--- src/rtl/refill_stall_ctrl.sv ---
// Stall/flush sequencer: arbitrates the shared memory port between I/D line refills (dirty writeback first)
// and merges miss, branch-flush and load-use into per-stage enables; port outputs are registered-state decodes, enables are combinational.
module refill_stall_ctrl #(
    parameter int BEATS = 4,
    parameter int CNT_W = 32,
    localparam int BW = (BEATS > 1) ? $clog2(BEATS) : 1
) (
    input  logic             clk,
    input  logic             reset_n,
    input  logic             load_delay,
    input  logic             branch_flush,
    input  logic             ic_miss,
    input  logic             dc_miss,
    input  logic             dc_dirty,
    input  logic             mem_ready,
    output logic             mem_req,
    output logic             mem_we,
    output logic             mem_sel_dc,
    output logic [BW-1:0]    mem_beat,
    output logic             ic_fill_done,
    output logic             dc_fill_done,
    output logic             PCWrite,
    output logic             IF_ID_Write,
    output logic             ID_EX_Write,
    output logic             EX_MEM_Write,
    output logic             MEM_WB_Write,
    output logic             IF_ID_Flush,
    output logic             ID_EX_Flush,
    output logic [CNT_W-1:0] stall_cycles
);

    typedef enum logic [2:0] {
        S_IDLE,
        S_DC_WB,
        S_DC_FILL,
        S_DC_DONE,
        S_IC_FILL,
        S_IC_DONE
    } state_t;

    state_t           state_q, state_d;
    logic [BW-1:0]    beat_q, beat_d;
    logic [CNT_W-1:0] stall_q;
    logic             last_beat;

    assign last_beat = (beat_q == BW'(BEATS - 1));

    always_ff @(posedge clk or negedge reset_n) begin
        if (!reset_n) begin
            state_q <= S_IDLE;
            beat_q  <= '0;
        end else begin
            state_q <= state_d;
            beat_q  <= beat_d;
        end
    end

    // Beat counter wraps to 0 on the last beat, so the next phase starts at 0.
    always_comb begin
        state_d = state_q;
        beat_d  = beat_q;
        case (state_q)
            S_IDLE: begin
                beat_d = '0;
                if (dc_miss) begin
                    state_d = dc_dirty ? S_DC_WB : S_DC_FILL;
                end else if (ic_miss) begin
                    state_d = S_IC_FILL;
                end
            end
            S_DC_WB, S_DC_FILL, S_IC_FILL: begin
                if (mem_ready) begin
                    beat_d = beat_q + BW'(1);
                    if (last_beat) begin
                        case (state_q)
                            S_DC_WB:   state_d = S_DC_FILL;
                            S_DC_FILL: state_d = S_DC_DONE;
                            default:   state_d = S_IC_DONE;
                        endcase
                    end
                end
            end
            S_DC_DONE, S_IC_DONE: begin
                state_d = S_IDLE;
                beat_d  = '0;
            end
            default: begin
                state_d = S_IDLE;
                beat_d  = '0;
            end
        endcase
    end

    assign mem_req      = (state_q == S_DC_WB) || (state_q == S_DC_FILL) || (state_q == S_IC_FILL);
    assign mem_we       = (state_q == S_DC_WB);
    assign mem_sel_dc   = (state_q == S_DC_WB) || (state_q == S_DC_FILL);
    assign mem_beat     = beat_q;
    assign ic_fill_done = (state_q == S_IC_DONE);
    assign dc_fill_done = (state_q == S_DC_DONE);

    logic dc_busy, ic_busy;
    assign dc_busy = dc_miss || (state_q == S_DC_WB) || (state_q == S_DC_FILL) || (state_q == S_DC_DONE);
    assign ic_busy = ic_miss || (state_q == S_IC_FILL) || (state_q == S_IC_DONE);

    // A D-side miss freezes everything; a branch flush beats an I-side stall.
    always_comb begin
        PCWrite      = 1'b1;
        IF_ID_Write  = 1'b1;
        ID_EX_Write  = 1'b1;
        EX_MEM_Write = 1'b1;
        MEM_WB_Write = 1'b1;
        IF_ID_Flush  = 1'b0;
        ID_EX_Flush  = 1'b0;
        if (dc_busy) begin
            PCWrite      = 1'b0;
            IF_ID_Write  = 1'b0;
            ID_EX_Write  = 1'b0;
            EX_MEM_Write = 1'b0;
            MEM_WB_Write = 1'b0;
        end else if (branch_flush) begin
            IF_ID_Flush = 1'b1;
            ID_EX_Flush = 1'b1;
        end else if (ic_busy || load_delay) begin
            PCWrite     = 1'b0;
            IF_ID_Write = 1'b0;
            ID_EX_Flush = 1'b1;
        end
    end

    always_ff @(posedge clk or negedge reset_n) begin
        if (!reset_n) begin
            stall_q <= '0;
        end else if (!PCWrite && (stall_q != {CNT_W{1'b1}})) begin
            stall_q <= stall_q + CNT_W'(1);
        end
    end

    assign stall_cycles = stall_q;

endmodule

--- config.mk ---
export PLATFORM = sky130hd
export DESIGN_NAME = refill_stall_ctrl
export DESIGN_NICKNAME = d
export VERILOG_FILES = /design/src/rtl/refill_stall_ctrl.sv
export SDC_FILE = /design/constraint.sdc
export NUM_CORES = 1
export LEC_CHECK = 0
export CORE_MARGIN = 3
export CORE_UTILIZATION = 25
export CTS_CLUSTER_DIAMETER = 120
export CTS_CLUSTER_SIZE = 16
export DETAILED_ROUTE_END_ITERATION = 8
export GPL_TIMING_DRIVEN = 0
export PLACE_DENSITY = 0.56
export SLEW_MARGIN = 10
export SYNTH_ARGS = -nofsm -noshare
export SYNTH_HDL_FRONTEND = slang
export SYNTH_SLANG_ARGS = --single-unit
--- constraint.sdc ---
create_clock -name clk -period 2.5 [get_ports clk]
set_clock_uncertainty 0.1 [all_clocks]
set_input_delay 0.625 -clock clk [delete_from_list [all_inputs] [get_ports clk]]
set_output_delay 0.625 -clock clk [all_outputs]
set_load 0.02 [all_outputs]
==> flow_summary.toml <==
[global_routing]
grt_max_degree = 20
grt_use_total_pct = 11.3
gr-total-overflow = 0
antenna_found_initial = 0
grt_pass1_wl_um = 8950
grt_pass1_vias = 1728

[critical_path]
r2r-start = "stall_cycles[0]$_DFFE_PN0P_"
crit_path_start_kind = "flop"
critPathRequiredTime_ns = 1.77
critPathCaptureType = "primary output"
crit_arrival_ns = 1.72
crit_chain = "buf_6, nor2b_4, o31a_4, nor2_4, buf_8, buf_4, buf_4"
crit_type = "flop to primary output"
slowest_stage = "dfrtp_1"
cp_top_family = "buffers and inverters"
reg2regPathDepth = 7
max_stage_delay_ns = 0.38
r2r_slack_ns = 0.25
worst-path-buf-inv = 4
cp_common_cell = "buf_4"
critPathMaxFanout = 3
r2r-end = "stall_cycles[9]$_DFFE_PN0P_"

[timing]
max_slew.worst_pin.slew_ns = 0.568
setup_viol = 0
period_share_pct = 97.8
fin_ws_ns = 0.0541
hold_viol_final = 0
period_needed_ns = 2.45
relSlewSlack_pct = 61.9
fmax_mhz = 409
report.final.slew_viol_count = 0
holdWs_ns = 0.178

[power_and_ir_drop]
ir_drop_uv = 618
power_leakage_nw = 1.34
p_per_area_mw_per_mm2 = 951

[floorplan]
io-pin-count = 54
initial_core_util_pct = 26.0
die_h_um = 98.6
die_x_um = 98.6
core-area_mm2 = 0.00826
dieArea_mm2 = 0.00973
rows = 33

[yosys]
synth-compound-area-share_pct = 7.23
avgSynthCellArea_um2 = 10.6
synth_edf_count = 0
yosys_warnings = 0
synth_area_leaders = "dfrtp_1 43%, xor2_1 9.8%, and3_1 2.9%"
ys_seq_area_share_pct = 43.2
async_flop_share_pct = 100
synthSimpleGateAreaFrac_pct = 29.1
synth.cell_area_mm2 = 0.00214
yosysTopAreaCell = "dfrtp_1"
synthCells = 203
synthesis.nets = 213
synth_top_flop_cell = "dfrtp_1"
yosysMostFrequentCell = "dfrtp_1"
synth_top_area_share_pct = 43.2
synth_commonest_cells = "37 x dfrtp_1, 24 x xor2_1, 13 x nand2_1, 12 x nor3_1, 11 x nor2_1"
yosysUniqueCellTypes = 47
muxShareOfSynthArea_pct = 2.04
synthXorXnorAreaFrac_pct = 12.3
synth_top_family_by_area = "simple AND/OR/NAND/NOR gates"
synth_adder_area_share_pct = 1.17
yosys_register_bits = 37

[clock_network]
worstSkewPairLatency_ns = 0.29
clk_pin_slew_ns = 0.08
cts_made_buffers = 5
cts_tree = "done"
clock_sinks = 37
clockBufferDepth = 2
cts_root_buf = "clkbuf_8"
htree_levels = 2

[drt]
drt_wl_total_um = 5130
dr.pass1.iters = 4
drc = 0
vias = 1713
postRouteAntennaNets = 0
wire_per_inst_um = 13.6
routed_via_density = 4.54
drtIter0Drc = 92

[run]
max_cap_viol_count = 0

[hold_path]
hold_path_class = "input pin to async pin"

[layout]
final_nets = 281
diodes = 0
drive_gt1_share_pct = 20.2
multi_input_area_mm2 = 0.00113
seq_area_um2 = 926
fillers = 856
area_delta_synth_final_pct = 40.2

[place]
post-place-ws_ns = -0.869
portBuffers = 52
routabilityCongestion = 0.781
dp_hpwl_um = 3830

[status]
outcome = "completed"
-- cell usage in the layout (no fill, tap or decap), drive strengths merged, types with 2 or more instances in the layout --
cell            n
ha              2
nor4b           3
and3           10
nor2           13
nand4           3
clkbuf          8
nor4           15
nand2          14
nand4b          2
nor3           12
dfrtp          37
clkdlybuf4s15   2
dlygate4sd2     8
o21ai           5
xnor2           6
nand3          11
xor2           24
and4            2
mux2            3
and3b           2
a21oi           6
inv             9
clkdlybuf4s50  38
buf            21
-- final cells by class --
cell class | instances | area share [%]
Inverter | 9 | 1.12
Sequential cell | 37 | 30.8
Clock inverter | 1 | 0.166
Multi-Input combinational cell | 147 | 37.5
Timing Repair Buffer | 61 | 20.1
Tap cell | 105 | 4.37
Buffer | 10 | 2.79
Clock buffer | 7 | 3.20
-- worst reg2reg max path: stages (launching register included) --
cell	delay, ns
dfrtp_1	0.41
ha_1	0.25
and3_1	0.24
nand3_4	0.15
nor4_4	0.51
buf_6	0.22
nor4_1	0.08
xor2_1	0.15
-- kinds of logic (layout without fill, tap and decap cells) --
logic type / Yosys count / in the layout
and+or+nand+nor: 93 / 93
DFF: 37 / 37
xor gates and xnor gates: 30 / 30
buffers and inverters: 19 / 88
AOI/OAI and AO/OA: 18 / 18
muxes: 4 / 4
adders and majority gates: 2 / 2
-- state kept, by name, indices dropped and copies added, names as in the netlist --
register      count
mem_beat          2
stall_cycles     32
state_q           3
-- timing repair --
action	in CTS	in global routing
hold buffers	0	0
cloned	0	0
buffers inserted	5	3
endpoints found under the setup margin	9	2
pin swaps	2	2
endpoints found under the hold margin	0	0
gates resized for setup	29	4
-- layer usage --
| metal | global-route usage [%] | routed length [um] | share of wire (%) | vias to the layer above |
|---|---|---|---|---|
| met3 | 2.62 | 217 | 4.2 | 6 |
| met5 | 0 | 0 | 0 | - |
| met2 | 17.4 | 2380 | 46 | 39 |
| li1 | - | - | - | 856 |
| met4 | 3.05 | 59 | 1.2 | 0 |
| met1 | 15.9 | 2470 | 48 | 812 |
-- power by group --
part | switching (mW) | internal [mW] | leakage [nW]
sequential | 0.179 | 0.750 | 0.453
combinational | 0.783 | 0.688 | 0.832
clock | 0.210 | 0.249 | 0.0542
total | 1.17 | 1.69 | 1.34
-- metrics by stage --
step	instances	util (%)	setup TNS, ns	power [mW]	instance area [um2]
2_1_floorplan	203	-	0	1.75	2140
3_3_place_gp	360	33.9	-13.80	2.32	2800
3_5_place_dp	361	34.1	-3.27	2.34	2820
4_1_cts	374	36.0	0	2.86	2970
5_1_grt	377	36.4	-0.0176	3.06	3010
6_report	377	36.4	0	2.86	3010
-- worst max path at each step --
stage	start	end	slack, ns	cells past startpoint
finish	state_q[2]$_DFFE_PN0P_	PCWrite	0.05	7
global route	state_q[2]$_DFFE_PN0P_	PCWrite	-0.02	7
CTS	state_q[1]$_DFFE_PN0P_	mem_sel_dc	0.02	4
detailed placement	ic_miss	PCWrite	-0.87	6
global placement	ic_miss	PCWrite	-0.88	6
floorplan	ic_miss	PCWrite	0.25	4
(Power assumes the default switching activity.)
